<file path="src/rtl/pipe_ctrl_hazard.sv">
// Control-bundle pipeline (ID->EX->MEM->WB) with load-use stall, EX-redirect squash,
// EX operand forwarding selects and saturating stall/flush event counters.
module pipe_ctrl_hazard #(
    parameter int CNT_W = 16
) (
    input  logic             clk,
    input  logic             rst_n,
    input  logic [10:0]      id_ctrl,
    input  logic [4:0]       id_rs1,
    input  logic [4:0]       id_rs2,
    input  logic [4:0]       id_rd,
    input  logic             ex_redirect,
    output logic             stall_pc,
    output logic             stall_ifid,
    output logic             flush_ifid,
    output logic [10:0]      ex_ctrl,
    output logic [10:0]      mem_ctrl,
    output logic [10:0]      wb_ctrl,
    output logic [4:0]       ex_rd,
    output logic [4:0]       mem_rd,
    output logic [4:0]       wb_rd,
    output logic [1:0]       fwd_a,
    output logic [1:0]       fwd_b,
    output logic [CNT_W-1:0] stall_cnt,
    output logic [CNT_W-1:0] flush_cnt
);
    // ctrl bit positions: {branch,mr,mwrite,alusrc,regwr,aluop[1:0],mtoreg[1:0],jal,jalr}
    localparam int B_MR     = 9;
    localparam int B_MWRITE = 8;
    localparam int B_ALUSRC = 7;
    localparam int B_REGWR  = 6;
    localparam int B_JAL    = 1;

    typedef struct packed {
        logic [10:0] ctrl;
        logic [4:0]  rs1;
        logic [4:0]  rs2;
        logic [4:0]  rd;
    } ex_stage_t;

    typedef struct packed {
        logic [10:0] ctrl;
        logic [4:0]  rd;
    } late_stage_t;

    ex_stage_t   ex_q, ex_d;
    late_stage_t mem_q, wb_q;
    logic [CNT_W-1:0] stall_cnt_q, flush_cnt_q;
    logic load_use, uses_rs2, stall_ev;

    assign uses_rs2 = ~id_ctrl[B_ALUSRC] | id_ctrl[B_MWRITE];
    assign load_use = ex_q.ctrl[B_MR] & (ex_q.rd != 5'd0)
                    & ((ex_q.rd == id_rs1) | (uses_rs2 & (ex_q.rd == id_rs2)))
                    & ~id_ctrl[B_JAL];
    assign stall_ev = load_use & ~ex_redirect;

    // Gated by rst_n so a redirect seen during reset cannot leak onto the hazard lines.
    assign flush_ifid = rst_n & ex_redirect;
    assign stall_pc   = rst_n & stall_ev;
    assign stall_ifid = rst_n & stall_ev;

    always_comb begin
        ex_d = '{ctrl: id_ctrl, rs1: id_rs1, rs2: id_rs2, rd: id_rd};
        if (ex_redirect || load_use)
            ex_d = '0;
    end

    always_ff @(posedge clk or negedge rst_n) begin
        if (!rst_n) begin
            ex_q        <= '0;
            mem_q       <= '0;
            wb_q        <= '0;
            stall_cnt_q <= '0;
            flush_cnt_q <= '0;
        end else begin
            ex_q  <= ex_d;
            mem_q <= '{ctrl: ex_q.ctrl, rd: ex_q.rd};
            wb_q  <= mem_q;
            if (stall_ev && (stall_cnt_q != '1))
                stall_cnt_q <= stall_cnt_q + 1'b1;
            if (ex_redirect && (flush_cnt_q != '1))
                flush_cnt_q <= flush_cnt_q + 1'b1;
        end
    end

    function automatic logic [1:0] fwd_sel(input logic [4:0] rs,
                                           input late_stage_t mem_s,
                                           input late_stage_t wb_s);
        if (mem_s.ctrl[B_REGWR] && (mem_s.rd != 5'd0) && (mem_s.rd == rs))
            return 2'b10;
        else if (wb_s.ctrl[B_REGWR] && (wb_s.rd != 5'd0) && (wb_s.rd == rs))
            return 2'b01;
        else
            return 2'b00;
    endfunction

    assign fwd_a = fwd_sel(ex_q.rs1, mem_q, wb_q);
    assign fwd_b = fwd_sel(ex_q.rs2, mem_q, wb_q);

    assign ex_ctrl   = ex_q.ctrl;
    assign mem_ctrl  = mem_q.ctrl;
    assign wb_ctrl   = wb_q.ctrl;
    assign ex_rd     = ex_q.rd;
    assign mem_rd    = mem_q.rd;
    assign wb_rd     = wb_q.rd;
    assign stall_cnt = stall_cnt_q;
    assign flush_cnt = flush_cnt_q;
endmodule

</file>
<file path="config.mk">
export PLATFORM = sky130hd
export DESIGN_NAME = pipe_ctrl_hazard
export DESIGN_NICKNAME = d
export VERILOG_FILES = /design/src/rtl/pipe_ctrl_hazard.sv
export SDC_FILE = /design/constraint.sdc
export NUM_CORES = 1
export LEC_CHECK = 0
export ABC_AREA = 0
export CORE_ASPECT_RATIO = 1.5
export CORE_UTILIZATION = 50
export DETAILED_ROUTE_END_ITERATION = 10
export PLACE_DENSITY = 0.87
export SKIP_LAST_GASP = 1
export SYNTH_ARGS = -nofsm -noshare
export SYNTH_HDL_FRONTEND = slang
export SYNTH_SLANG_ARGS = --single-unit
</file>
<file path="constraint.sdc">
create_clock -name clk -period 3.8 [get_ports clk]
set_input_delay 0.57 -clock clk [delete_from_list [all_inputs] [get_ports clk]]
set_output_delay 0.57 -clock clk [all_outputs]
set_load 0.1 [all_outputs]
</file>
==> results list <==
- End of the worst register-to-register path: stall_cnt[1]
- Slew @ Worst Pin: 1010 ps
- RSZ-0062 raised after global routing: false
* Most frequently used flop master after synthesis: sky130_fd_sc_hd__dfrtp_1
* Worst EP arrival: 2490 ps
- CTS Sinks: 90
* Post-DR wirelength/cell: 15.6 microns
- After technology mapping, the gate count stands at 301.
- Global-route usage over all layers: 22.9%
- In this design, the stage delay of the slowest critical-path cell is 500 ps.
- Yosys mapped the design onto 34 distinct sky130hd cell types.
- Maximum clock frequency: 0.327 GHz
* Number of buffers on the longest clock path: 2
- Dividing the detail-routed via count by the number of cells gives 5.07.
* Number of enable-type register cells in the synthesized netlist: 0
- The number of global-route vias before repair came to 2666.
- Counting both buffers and inverters, the worst setup path holds a total of 3.
- From bottom edge to top edge, the die measures 108 microns.
- Of the post-synthesis cell area, the dominant cell type holds 60.4%.
- Final min period: 3060 ps
* Clock-pin slew of the registers on the worst-case setup and hold paths: 70 ps
- The number of failing hold endpoints at the final stage came to 0.
- The tool flagged a number of max-cap violations equal to 0.
- The die covers 0.00782 sq mm.
- Category of cells accounting for the largest share of critical-path delay: buffers and inverters
* Count of buffers added by post-CTS timing repair for setup: 0
* Port Buffers: 115
- Post-layout net count: 440
- Boundary Pins: 116
* Async S/R FF share, synth: 100%
- Cells with a size suffix above 1 make up 10.7% of the layout.
- First-pass GRT wire length: 13100 microns
- The number of antenna violations at the first check in global routing is 0.
* Register-to-Register Setup Slack: 1710 ps
- Measured against its own limit, the worst slew margin works out to 32.4%.
- The number of slew-limit violations in the final report came to 0.
- Kind of start point of the critical path: input port
- The setup path with the least slack is of type in2out.
- For this configuration, the core starts out at a cell density of 51.6%.
- Between clock sinks in the finished design, the worst skew comes to 6.85 ps.
- Cell area after synthesis: 0.00373 sq mm
- By area the synthesized netlist is led by sky130_fd_sc_hd__dfrtp_1 60%, sky130_fd_sc_hd__xnor2_1 9.4%, sky130_fd_sc_hd__and2_1 4.7%.
* Sequential-to-total area share from yosys stat: 60.4%
- Hold timing on the final database bottoms out at a slack of 144 ps.
* Final antenna-violating net count: 0
- The pre-antenna-repair detailed-routing pass consisted of 4 iterations.
- Skew-Pair Late Insertion Delay: 360 ps
- Vias post-DR: 2599
- The tightest min-delay check is of the in2async type.
* X dimension of the die: 72.5 microns
* Post-route DRC violation count: 0
- Iteration-0 DRC count of the detailed router: 96
- Total Negative Setup Slacks: 0 ps
- Overall power after layout: 0.00265 W
* Post-CTS Hold Fix Bufs: 0
- In this run, CTS created clock tree buffers numbering 9.
* PwrDens: 514 mW/mm^2
* Flip-flop and latch count after synthesis: 90
- The analysis attributes to cell leakage a power of 2.22 nW.
- Library cell contributing the largest single delay on the critical path: sky130_fd_sc_hd__clkdlybuf4s50_1
- CTS-repair resized insts: 0
- CTS root buf: sky130_fd_sc_hd__clkbuf_8
* Area growth from synthesis to layout: 38.4%
- For the worst setup path, the data required time is 3230 ps.
- Entering global routing, the biggest net connects 58 pins.
- Yosys printed 0 warnings.
- Number of levels the H-tree was split into: 3
- Counting every net in the synthesized netlist gives 332.
- Run status: finished, final reports clean
- The initialized floorplan defines 38 standard-cell rows.
- Maximum ir drop on the vdd rail: 378 uV
- Antenna cell count: 0
- Counting cells, the worst reg-to-reg path comes to 6.
- Highest net fanout along the worst path: 16
* Final setup violating endpoints: 0
* Fin crit share: 80.5%
* Worst reg2reg path startpoint: stall_cnt[0]
- CTS tree: done
* CP cell instances: clkdlybuf4s50_1 -> xnor2_1 -> o2111ai_1 -> o32ai_2 -> buf_4 -> and3_1 -> buf_12
* Setup crit end kind: output port
- Final Core Density: 71.4%
- Wire length after detailed routing: 8000 microns
* Final weighted congestion in routability-driven placement: 0.842
* Top cell type by total area after synthesis: sky130_fd_sc_hd__dfrtp_1
* Mapped Avg Cell Area: 12.4 sq um
- After global routing the overflow that remains totals 0.
- Detailed placement finished with a half-perimeter wire length of 6100 microns.
- The floorplan step defined a core boundary enclosing 0.00723 sq mm.
==> worst max path at each step <==
stage                    from         end  slack [ps]  cells after the start
floorplan           mem_rd[0]    fwd_a[0]         320                      3
global placement    id_rs2[1]  stall_ifid         820                      7
detailed placement  id_rs2[1]    stall_pc         710                      7
CTS                 id_rs2[1]    stall_pc         700                      7
global route        id_rs2[1]    stall_pc         640                      7
finish              id_rs2[1]    stall_pc         740                      7
==> routing by layer <==
| metal | GRT usage [%] | part of all wire (%) | vias to the layer above |
|---|---|---|---|
| li1 | - | - | 1223 |
| met1 | 25.1 | 37 | 1265 |
| met2 | 39.3 | 54 | 90 |
| met3 | 7.77 | 5.4 | 21 |
| met4 | 10.6 | 3.1 | 0 |
| met5 | 0 | 0 | - |
==> cell type report <==
class / count / area [sq um]
clock buffers: 13 / 169
clock inverters: 2 / 35.0
fillers: 525 / 2070
inverters: 4 / 15.0
multi-input cells: 186 / 1380
flip-flops and latches: 90 / 2260
well taps: 100 / 125
repair buffers: 118 / 1180
==> stage by stage <==
stage	setup WS [ps]	std cells	cell area [sq um]
detailed placement	712	498	4960
global placement	821	498	4960
finish	742	513	5160
floorplan	315	301	3800
global route	643	513	5160
CTS	701	513	5160
==> power breakdown <==
part           leakage [nW]  internal [W]  switching [W]
registers              1.17       0.00103      0.0000890
clock network         0.106      0.000353       0.000302
logic                 0.946      0.000217       0.000656
total                  2.22       0.00160        0.00105
==> cell usage after synthesis (3+ instances only) <==
cell type	number
sky130_fd_sc_hd__a21oi_1	3
sky130_fd_sc_hd__and2_1	28
sky130_fd_sc_hd__and3_1	11
sky130_fd_sc_hd__and4_1	5
sky130_fd_sc_hd__buf_2	4
sky130_fd_sc_hd__buf_4	17
sky130_fd_sc_hd__dfrtp_1	90
sky130_fd_sc_hd__inv_1	3
sky130_fd_sc_hd__mux2_1	3
sky130_fd_sc_hd__nand2_1	11
sky130_fd_sc_hd__nand3_1	21
sky130_fd_sc_hd__nand4_1	10
sky130_fd_sc_hd__nor2_1	8
sky130_fd_sc_hd__nor4_1	5
sky130_fd_sc_hd__or4_1	4
sky130_fd_sc_hd__xnor2_1	40
sky130_fd_sc_hd__xor2_1	15
==> flip-flops by register name, summed over array words and instances (netlist names) <==
name / count
flush_cnt: 16
mem_rd: 5
stall_cnt: 16
ex_ctrl: 11
ex_rd: 5
wb_ctrl: 11
wb_rd: 5
mem_ctrl: 11
ex_q: 10
==> layout by cell type, fill, tap and decap left out, types with 3 or more instances in the layout <==
cell	n
sky130_fd_sc_hd__dfrtp_2	9
sky130_fd_sc_hd__clkdlybuf4s50_1	107
sky130_fd_sc_hd__dfrtp_1	81
sky130_fd_sc_hd__and4_1	5
sky130_fd_sc_hd__mux2_1	3
sky130_fd_sc_hd__clkbuf_8	12
sky130_fd_sc_hd__nor2_1	8
sky130_fd_sc_hd__or4_1	4
sky130_fd_sc_hd__and3_1	11
sky130_fd_sc_hd__nand4_1	10
sky130_fd_sc_hd__xnor2_1	40
sky130_fd_sc_hd__buf_4	9
sky130_fd_sc_hd__and2_1	28
sky130_fd_sc_hd__a21oi_1	3
sky130_fd_sc_hd__nand3_1	21
sky130_fd_sc_hd__nand2_1	11
sky130_fd_sc_hd__xor2_1	15
sky130_fd_sc_hd__inv_1	3
sky130_fd_sc_hd__nor4_4	4
==> kinds of logic (layout without fill, tap and decap cells) <==
| kind of cell | Yosys count | in the layout | synth area share [%] |
|---|---|---|---|
| flip-flops | 90 | 90 | 60.4 |
| multiplexers | 3 | 3 | 0.906 |
| adder cells (fa/ha/maj) | 2 | 2 | 0.671 |
| XOR/XNOR | 55 | 55 | 12.9 |
| AND/OR/NAND/NOR | 111 | 111 | 17.3 |
| buffers and inverters | 25 | 137 | 4.36 |
| AO/OA/AOI/OAI | 15 | 15 | 3.49 |
Note: power is estimated with default switching activity, not from simulation.
